**src/rtl/bcd_display_scanner.sv**
```systemverilog
// bcd_display_scanner
//
// Reads a packed vector of BCD digits and drives a common-anode, time-multiplexed
// seven-segment display. bcd_in is captured into a shadow register on load. The
// display only ever reads the shadow register. A prescaler spends SCAN_DIV cycles
// on each digit. The scan runs from digit 0 up to DIGITS-1 and then wraps back to 0.
//
// Ports:
//   clk        rising-edge clock
//   reset_n    synchronous active-low reset
//   bcd_in     packed digits; digit 0 sits at [3:0]
//   load       captures bcd_in into the shadow register
//   seg        {g,f,e,d,c,b,a}, active-low, registered
//   an         anode enables, active-low, one-hot-low while a digit is driven
//   digit_idx  index of the digit currently on an/seg
//   err        high while the shadow register holds any code above 9
//
// Build option:
//   BCD_SCAN_LZB_EN  compiles in leading-zero blanking. Each load also registers a
//                    blank mask. Digit 0 is never blanked. Codes above 9 count as
//                    nonzero.
module bcd_display_scanner #(
  parameter int unsigned DIGITS   = 4,
  parameter int unsigned SCAN_DIV = 1000
) (
  input  logic                       clk,
  input  logic                       reset_n,
  input  logic [4*DIGITS-1:0]        bcd_in,
  input  logic                       load,
  output logic [6:0]                 seg,
  output logic [DIGITS-1:0]          an,
  output logic [$clog2(DIGITS)-1:0]  digit_idx,
  output logic                       err
);

  localparam int unsigned IdxW = $clog2(DIGITS);
  localparam int unsigned PscW = $clog2(SCAN_DIV);
  localparam logic [IdxW-1:0] LastIdx = IdxW'(DIGITS - 1);
  localparam logic [PscW-1:0] LastPsc = PscW'(SCAN_DIV - 1);

  function automatic logic [6:0] decode(input logic [3:0] code);
    unique case (code)
      4'd0:    decode = 7'b1000000;
      4'd1:    decode = 7'b1111001;
      4'd2:    decode = 7'b0100100;
      4'd3:    decode = 7'b0110000;
      4'd4:    decode = 7'b0011001;
      4'd5:    decode = 7'b0010010;
      4'd6:    decode = 7'b0000010;
      4'd7:    decode = 7'b1111000;
      4'd8:    decode = 7'b0000000;
      4'd9:    decode = 7'b0010000;
      default: decode = 7'b0111111;  // dash for codes 10-15
    endcase
  endfunction

  logic [4*DIGITS-1:0] shadow_q, shadow_d;
  logic [PscW-1:0]     presc_q, presc_d;
  logic [IdxW-1:0]     idx_q, idx_d;
  logic [DIGITS-1:0]   blank_q;

  logic [6:0]          seg_q, seg_d;
  logic [DIGITS-1:0]   an_q, an_d;
  logic [IdxW-1:0]     didx_q;
  logic                err_q, err_d;

  logic [3:0]          cur_code;
  logic                cur_blank;
  logic                presc_wrap;

`ifdef BCD_SCAN_LZB_EN
  // Digit k (k >= 1) is blanked when it and every more-significant digit are zero.
  function automatic logic [DIGITS-1:0] lz_mask(input logic [4*DIGITS-1:0] v);
    logic lead;
    lead    = 1'b1;
    lz_mask = '0;
    for (int k = DIGITS - 1; k >= 1; k--) begin
      lead       = lead & (v[4*k +: 4] == 4'd0);
      lz_mask[k] = lead;
    end
  endfunction

  logic [DIGITS-1:0] blank_d;

  always_comb begin
    blank_d = load ? lz_mask(bcd_in) : blank_q;
  end

  always_ff @(posedge clk) begin
    if (!reset_n) begin
      blank_q <= lz_mask('0);  // matches the zeroed shadow
    end else begin
      blank_q <= blank_d;
    end
  end
`else
  assign blank_q = '0;
`endif

  // Prescaler, scan index and shadow capture. A load and a wrap on the same edge
  // both take effect, so the digit after the advance is decoded from the new value.
  always_comb begin
    presc_wrap = (presc_q == LastPsc);
    presc_d    = presc_wrap ? '0 : presc_q + PscW'(1);
    idx_d      = idx_q;
    if (presc_wrap) begin
      idx_d = (idx_q == LastIdx) ? '0 : idx_q + IdxW'(1);
    end
    shadow_d = load ? bcd_in : shadow_q;
  end

  // The output stage decodes the registered shadow and index, so it trails them by
  // one cycle.
  always_comb begin
    cur_code  = 4'd0;
    cur_blank = 1'b0;
    err_d     = 1'b0;
    for (int unsigned k = 0; k < DIGITS; k++) begin
      if (idx_q == IdxW'(k)) begin
        cur_code  = shadow_q[4*k +: 4];
        cur_blank = blank_q[k];
      end
      if (shadow_q[4*k +: 4] > 4'd9) begin
        err_d = 1'b1;
      end
    end
    seg_d = cur_blank ? 7'b1111111 : decode(cur_code);
    an_d  = '1;
    for (int unsigned k = 0; k < DIGITS; k++) begin
      if (!cur_blank && idx_q == IdxW'(k)) begin
        an_d[k] = 1'b0;
      end
    end
  end

  always_ff @(posedge clk) begin
    if (!reset_n) begin
      shadow_q <= '0;
      presc_q  <= '0;
      idx_q    <= '0;
      seg_q    <= 7'b1111111;
      an_q     <= '1;
      didx_q   <= '0;
      err_q    <= 1'b0;
    end else begin
      shadow_q <= shadow_d;
      presc_q  <= presc_d;
      idx_q    <= idx_d;
      seg_q    <= seg_d;
      an_q     <= an_d;
      didx_q   <= idx_q;
      err_q    <= err_d;
    end
  end

  assign seg       = seg_q;
  assign an        = an_q;
  assign digit_idx = didx_q;
  assign err       = err_q;

endmodule

```
**config.mk**
```make
export PLATFORM = sky130hd
export DESIGN_NAME = bcd_display_scanner
export DESIGN_NICKNAME = d
export VERILOG_FILES = /design/src/rtl/bcd_display_scanner.sv
export SDC_FILE = /design/constraint.sdc
export NUM_CORES = 1
export LEC_CHECK = 0
export CAP_MARGIN = 0
export CORE_MARGIN = 2
export CORE_UTILIZATION = 55
export DETAILED_ROUTE_END_ITERATION = 6
export PLACE_DENSITY = 0.84
export SYNTH_ARGS = -nofsm -noshare
export SYNTH_HDL_FRONTEND = slang
export SYNTH_SLANG_ARGS = --single-unit
```
**constraint.sdc**
```tcl
create_clock -name clk -period 3.7 [get_ports clk]
set_input_delay 0.74 -clock clk [delete_from_list [all_inputs] [get_ports clk]]
set_output_delay 0.74 -clock clk [all_outputs]
set_load 0.05 [all_outputs]
```
# == After elaboration in Yosys (flattened, before gate mapping) ==
# Memory sizes are Yosys's and may differ from the RTL's. A register that Yosys moved wholly into a read port is not among the register bits.
# Index checks and enable logic that the tools add are counted.
# totals
ff_bits,35
romBits,112
input_bits,19
output_inout_bits,14
wordCells,34
n_memories,1
# classes
n_addsub,2
n_lt_le_gt_ge,4
n_eq_ne,4
muxes,13
bitwise,1
reduce_logical,3
# memory_table
name,words,word_bits,read_ports,rd_ports_with_merged_regs,wr,line_no,source
(name not given),16,7,1,1,0,42,unique case (code)
# op_table
operator,count
"4-bit > comparator, second input constant",4
4-bit 2-to-1 mux,4
"10-bit by 1-bit adder with 10-bit output, second input constant",1
"10-bit equality test, second input constant",1
1-bit 2-to-1 mux,8
"2-bit equality test, second input constant",2
"2-bit by 1-bit adder with 2-bit output, second input constant",1
"2-bit by 1-bit equality test with 1-bit output, second input constant",1
2-bit zero test,1
2-bit 2-to-1 mux,1
2-bit OR reduction,1
1-bit zero test,1
1-bit inverter,1

# == Logic depth before layout (Yosys ltp) ==
# Gate-level depths: netlist of the first run.
# logic_depth
depth_word,5
ltp_mapped,9
ltp_nobuf,8

# == Worst setup path after synthesis of the first run ==
# OpenSTA, ideal clock, no wires.
# synth_path
path_type,flip-flop to flip-flop
startpoint,register idx_q[0]
endpoint,register seg_q[3] (netlist: seg[3])
setup_time_ns,0.122
t_arrival_ns,1.862
required_ns,3.578
slack_ns,1.716
path_stages_with_launch,10
path_buffers,1
period_less_slack_ns,1.984
cell_sequence,dfxtp_1 > inv_1 > ha_1 > clkbuf_1 > a211oi_1 > a211o_1 > inv_2 > ha_1 > a21oi_1 > a311o_1
# synth_via
elab_chain_len,5
elab_cells_between_ends,8
cone_classes,eq/ne (3); mux (4); reduce/logical (1)
# synth_rtl
item,line_no,source
start: declaration,59,"logic [IdxW-1:0] idx_q, idx_d;"
start signal: assignment,148,idx_q <= idx_d;
2-bit zero test,119,if (idx_q == IdxW'(k)) begin
4-bit 2-to-1 mux (3 in a row),119,
4-bit 2-to-1 mux *,119,
end: declaration,62,"logic [6:0] seg_q, seg_d;"
# Every way passes the cells marked *; elsewhere a longest branch is shown, timed or not.
# A chain may end at the register's enable or synchronous reset.

# == Final worst setup path of the first run ==
# Same ends and word-level chain as after synthesis.

==> results.yml, run 1 <==
timing:
  slew-limit-headroom: 0.382
  period_share: 0.605
  maxSlewViolCount: 0
  setup_ws_ns: 1.46
  whs_ns: 0.461
  finClkSkew_ns: 0.00860
  fmax_mhz: 447
  rsz0062_at_grt: "false"
  setup_viol: 0
  fin_setup_tns_ns: 0
  tightest_slew_ns: 0.924
  finalHoldViolations: 0
  period_needed_ns: 2.24
logic_synthesis:
  syn_inst: 182
  synth_top_area_frac: 0.479
  avgSynthCellArea_um2: 9.64
  ys_types: 35
  netlist_area_um2: 1750
  yosys_warnings: 0
  ys_top_cells_by_area: "dfxtp_1 48%, mux2i_1 10%, nor2_1 6.6%, ha_1 4.3%, a211oi_1 2.6%"
  ys_seq_area_frac: 0.479
  synth-seq-cells: 42
  synth.net_count: 207
  synth_top_cell_by_area: "dfxtp_1"
drt:
  dr_wl_met2_um: 1600
  ant_nets: 0
  drt_iter0_markers: 63
  wl_met3_um: 203
  drt-total-wl_um: 3490
  dr.pass1.iters: 5
  topRoutingLayerUsed: "met4"
  viasPerCell: 5.35
  vias: 1381
  post_drt_wl_per_cell_um: 13.5
  drt-met1-wl_um: 1610
  drc: 0
global_routing:
  grt_overflow: 0
  grt_usage: 0.217
  grt_pass1_wl_um: 5760
  antenna_found_initial: 0
  grt_max_degree: 25
  grt_pass1_vias: 1285
die:
  num_io_pins: 33
  dieArea_um2: 3660
  die_w_um: 60.5
  rows: 20
  start_util: 0.575
  fp.coreArea_um2: 3050
  die_h_um: 60.5
worst_setup_path:
  cp_data_required_time_ns: 3.93
  crit_path_frequent_cell: "ha_1"
  cp_data_arrival_time_ns: 2.47
  worst-setup-path-type: "reg -> reg"
  critical_path.cell_chain: "inv_1, ha_1, a211oi_1, a211o_1, inv_2, ha_1, a21oi_1, a311o_1"
  critPathTopFamily: "compound AO/OA/AOI/OAI gates"
  end_kind: "flop"
  critPathMaxStageDelay_ns: 0.41
  startpoint_type: "flop"
  cp_max_fo: 9
  critPathBufInv: 2
  crit_slowest_cell: "dfxtp_1"
  ff2ff_setup_slack_ns: 1.46
placed_design:
  gp_congestion: 0.811
  place_ws_ns: 1.36
  numPortBuffers: 32
  dp_hpwl_um: 2610
power:
  p_total_w: 0.000817
  p_leak_nw: 0.868
  ir_drop_mv: 0.193
  power.density_nw_per_um2: 381
cts:
  cts_made_buffers: 5
  clockBufferDepth: 2
  ctsResizeCount: 0
  clk_pin_slew_ns: 0.11
  cts_sinks: 42
  cts_tree: "yes"
  cts-root-buf: "clkbuf_4"
  clkLatencyLatePin_ns: 0.34
  postCtsHoldBufs: 0
  post_cts_buffers: 0
  htree_levels: 2
layout:
  area_growth_syn_to_layout_pct: 22.3
  n_fill_cell: 235
  layout-drive-gt1-share: 0.0561
  nNetsFinal: 239
  final_util: 0.703
  diodes: 0
job:
  drv_cap: 0
run_status:
  status: "finished clean"
min_path:
  hold_path.class: "reg -> reg"
## worst reg2reg max path, delay by kind of cell, from the launching register on
| kind | cells | cell delay (ns) |
|---|---|---|
| AO/OA/AOI/OAI | 4 | 0.93 |
| adder cells (fa/ha/maj) | 2 | 0.61 |
| buffers and inverters | 2 | 0.19 |
| flip-flops | 1 | 0.41 |
## flip-flops by register name, indices dropped and copies added (netlist names)
register	flops
an	4
seg	7
digit_idx	2
err	1
idx_q	2
shadow_q	16
presc_q	10
## synth_stat cells
| cell | n |
|---|---|
| a221oi_2 | 2 |
| a21oi_1 | 3 |
| a21o_1 | 1 |
| nand2_1 | 11 |
| or4_4 | 1 |
| o21ai_0 | 6 |
| nand2_4 | 1 |
| nand3_1 | 2 |
| inv_1 | 5 |
| and2_1 | 1 |
| nor3_1 | 4 |
| nor2b_1 | 2 |
| nand3b_1 | 4 |
| or3_1 | 1 |
| mux2i_1 | 18 |
| a41oi_1 | 1 |
| a211oi_1 | 6 |
| buf_2 | 2 |
| clkbuf_1 | 5 |
| nand4_1 | 2 |
| ha_1 | 6 |
| nor3b_1 | 4 |
| a311o_1 | 1 |
| xnor2_1 | 5 |
| o21ai_1 | 3 |
| a21oi_2 | 1 |
| nor2_1 | 31 |
| nand2b_1 | 1 |
| inv_2 | 1 |
| a2bb2oi_1 | 1 |
| a211o_1 | 3 |
| dfxtp_1 | 42 |
| xor2_1 | 3 |
| a221o_1 | 1 |
| and3_2 | 1 |
## cells in the final DEF, fill, tap and decap left out, drive strengths merged
cell type | Yosys | final
a221oi | 2 | 2
o21ai | 9 | 9
nand2 | 12 | 12
a211oi | 6 | 6
mux2i | 18 | 18
xnor2 | 5 | 5
nor2b | 2 | 2
xor2 | 3 | 3
dfxtp | 42 | 42
or3 | 1 | 1
clkbuf | 5 | 7
a21oi | 4 | 4
a21o | 1 | 1
a211o | 3 | 3
nor3b | 4 | 4
clkdlybuf4s50 | 0 | 32
nor2 | 31 | 31
and2 | 1 | 1
a221o | 1 | 1
nand3 | 2 | 2
nand3b | 4 | 4
nand4 | 2 | 2
nor3 | 4 | 4
and3 | 1 | 1
inv | 6 | 6
a41oi | 1 | 1
a311o | 1 | 1
nand2b | 1 | 1
a2bb2oi | 1 | 1
ha | 6 | 6
or4 | 1 | 1
## cell type report
type                            instances  area, um2  share of cell area
Sequential cell                        42        841               0.392
Multi-Input combinational cell        127        862               0.402
Timing Repair Buffer                   32        320               0.149
Inverter                                6       22.5              0.0105
Tap cell                               44       55.1              0.0257
Clock buffer                            7       45.0              0.0210
## routing by layer
metal  up-vias  GRT usage
met5         -          0
met4         0     0.0807
met3        11     0.0661
met2        53      0.356
met1       626      0.271
li1        691          -
## kinds of logic after synthesis
| kind of cell | count (synthesis) | synth area share |
|---|---|---|
| simple gates | 66 | 0.183 |
| flops | 42 | 0.479 |
| compound gates | 29 | 0.123 |
| mux | 18 | 0.103 |
| buf+inv | 13 | 0.0292 |
| xor+xnor | 8 | 0.0399 |
| fa+ha+maj | 6 | 0.0428 |
## path summary, 6_finish.rpt
path | start | cells after the start | end
max | idx_q[0]$_SDFFE_PN0N_ | 8 | seg[3]$_SDFF_PN1_
min | presc_q[0]$_SDFF_PP0_ | 1 | presc_q[0]$_SDFF_PP0_
max reg2reg | idx_q[0]$_SDFFE_PN0N_ | 8 | seg[3]$_SDFF_PN1_
min reg2reg | presc_q[0]$_SDFF_PP0_ | 1 | presc_q[0]$_SDFF_PP0_
## where the power goes
group	switching [W]	internal [W]	total (W)
sequential	0.0000123	0.000474	0.000486
clock	0.000129	0.0000717	0.000201
combinational	0.0000728	0.0000570	0.000130
## through the flow
step           instance area, um2  std cells
3_3_place_gp                 2100        251
6_report                     2150        258
3_5_place_dp                 2100        251
4_1_cts                      2150        258
2_1_floorplan                1750        182
5_1_grt                      2150        258
Power figures use the tool's default switching activity.
==> run 2, diff against run 1 <==
--- a/config.mk
+++ b/config.mk
@@ -7,9 +7,9 @@
 export LEC_CHECK = 0
 export CAP_MARGIN = 0
 export CORE_MARGIN = 2
-export CORE_UTILIZATION = 55
+export CORE_UTILIZATION = 46
 export DETAILED_ROUTE_END_ITERATION = 6
-export PLACE_DENSITY = 0.84
+export PLACE_DENSITY = 0.75
 export SYNTH_ARGS = -nofsm -noshare
 export SYNTH_HDL_FRONTEND = slang
 export SYNTH_SLANG_ARGS = --single-unit
==> constraint.sdc (replaced) <==
create_clock -name clk -period 1.9 [get_ports clk]
set_input_delay 0.38 -clock clk [delete_from_list [all_inputs] [get_ports clk]]
set_output_delay 0.38 -clock clk [all_outputs]
set_load 0.05 [all_outputs]
==> results.yml, run 2 (synthesis results as in run 1) <==
drt:
  drt-total-wl_um: 4090
  drt_iter0_markers: 85
  viasPerCell: 5.23
  ant_nets: 0
  dr.pass1.iters: 4
  drc: 0
  vias: 1454
  post_drt_wl_per_cell_um: 14.7
power:
  seqPwrFrac: 0.528
  p_total_w: 0.00179
  p_leak_nw: 0.994
  sw_frac_of_total: 0.256
  p_int_w: 0.00134
  ir_drop_mv: 0.481
  power_switching_w: 0.000460
  power_frac_comb: 0.149
  power.density_nw_per_um2: 733
  p_clk_frac: 0.322
cts:
  clk_pin_slew_ns: 0.07
  cts-root-buf: "clkbuf_8"
  postCtsHoldBufs: 0
  cts_made_buffers: 5
  cts_sinks: 42
  clkLatencyLatePin_ns: 0.29
  clockBufferDepth: 2
  cts_tree: "yes"
  htree_levels: 2
timing:
  fmax_mhz: 518
  finClkSkew_ns: 0.00339
  setup_viol: 1
  finalHoldViolations: 0
  tightest_slew_ns: 0.499
  period_share: 1.02
  period_needed_ns: 1.93
  whs_ns: 0.476
  setup_ws_ns: -0.0309
  slew-limit-headroom: 0.666
  maxSlewViolCount: 0
layout:
  fin_area_um2: 2450
  diodes: 0
  nNetsFinal: 254
  largest-register: "shadow_q"
  final_common_cell: "dfxtp_1"
  n_fill_cell: 275
  area_growth_syn_to_layout_pct: 39.5
  largest_register_ffs: 16
  final_cell_mix: "40 x dfxtp_1, 32 x clkdlybuf4s50_1, 31 x nor2_1"
  final_util: 0.668
  layout-drive-gt1-share: 0.204
worst_setup_path:
  startpoint_type: "flop"
  r2r_start: "idx_q[1]$_SDFFE_PN0N_"
  worst-setup-path-type: "reg -> reg"
  reg2reg_depth: 7
  endpoint: "seg[3]$_SDFF_PN1_"
  cp-startpoint: "idx_q[1]$_SDFFE_PN0N_"
  end_kind: "flop"
  cp_data_arrival_time_ns: 2.11
  cp_data_required_time_ns: 2.08
  cp_max_fo: 8
  ff2ff_setup_slack_ns: -0.03
  r2r_end: "seg[3]$_SDFF_PN1_"
min_path:
  hold_path.class: "reg -> reg"
placed_design:
  place_ws_ns: -0.0452
  post_dp_cell_area_um2: 2170
  gp_congestion: 0.836
  numPortBuffers: 32
  dp_hpwl_um: 2570
die:
  num_io_pins: 33
  rows: 22
  fp.coreArea_um2: 3660
  dieArea_um2: 4320
  die_h_um: 65.8
  die_w_um: 65.8
  start_util: 0.479
run_status:
  status: "complete, but fails checks"
  violations: "negative setup slack"
global_routing:
  grt_max_degree: 17
  grt_usage: 0.186
  grt_pass1_vias: 1437
  antenna_found_initial: 0
  grt_overflow: 0
  grt_pass1_wl_um: 6190
job:
  drv_cap: 0
## run 2: worst max-delay path: stages, from the launching register on
cell and delay [ns]:
dfxtp_4 0.37, buf_12 0.11, ha_4 0.18, buf_2 0.23, nor2b_2 0.23, a211o_1 0.26, o21ai_1 0.12, a311o_1 0.32
## run 2: cell type report
cell class	count	area, um2	share of cell area
clock inverters	1	5.00	0.00204
clock buffers	7	86.3	0.0353
repair buffers	47	440	0.180
inverters	6	22.5	0.00920
well taps	48	60.1	0.0245
flip-flops and latches	42	848	0.347
multi-input cells	127	985	0.402
## run 2: per-layer routing
metal / share of wire / GRT usage / routed length [um] / vias to the layer above
met3: 0.054 / 0.0565 / 219 / 12
met5: 0 / 0 / 0 / -
met2: 0.51 / 0.326 / 2100 / 41
li1: - / - / - / 724
met1: 0.41 / 0.218 / 1680 / 677
met4: 0.022 / 0.0547 / 90 / 0
## run 2: worst min-delay path by stage
stage | slack, ns | to | startpoint | cells past startpoint
after floorplan | 0.42 | presc_q[0]$_SDFF_PP0_ | presc_q[0]$_SDFF_PP0_ | 1
after global placement | 0.43 | presc_q[0]$_SDFF_PP0_ | presc_q[0]$_SDFF_PP0_ | 1
after detailed placement | 0.46 | presc_q[0]$_SDFF_PP0_ | presc_q[0]$_SDFF_PP0_ | 1
after CTS | 0.48 | presc_q[0]$_SDFF_PP0_ | presc_q[0]$_SDFF_PP0_ | 1
after global routing | 0.49 | presc_q[0]$_SDFF_PP0_ | presc_q[0]$_SDFF_PP0_ | 1
final | 0.48 | presc_q[0]$_SDFF_PP0_ | presc_q[0]$_SDFF_PP0_ | 1
## run 2: per-stage QoR
step	std cells	TNS, ns
global route	278	-0.197
global placement	263	0
floorplan	182	0
detailed placement	263	-0.0452
CTS	271	0
finish	278	-0.0309
## run 2: power by group through the flow
| stage | Clock (W) | Combinational [W] | Sequential, W |
|---|---|---|---|
| floorplan | 0 | 0.0000997 | 0.00102 |
| global placement | 0 | 0.000252 | 0.000967 |
| CTS | 0.000594 | 0.000260 | 0.000948 |
| detailed placement | 0 | 0.000257 | 0.000969 |
| finish | 0.000578 | 0.000268 | 0.000949 |
| global route | 0.000639 | 0.000289 | 0.000953 |
## run 2: repair_timing
action                                 CTS  global route
resized for setup                        8            18
setup endpoints to repair                2             4
pin swaps                                0             7
endpoints found under the hold margin    0             0
setup buffers                            0             7
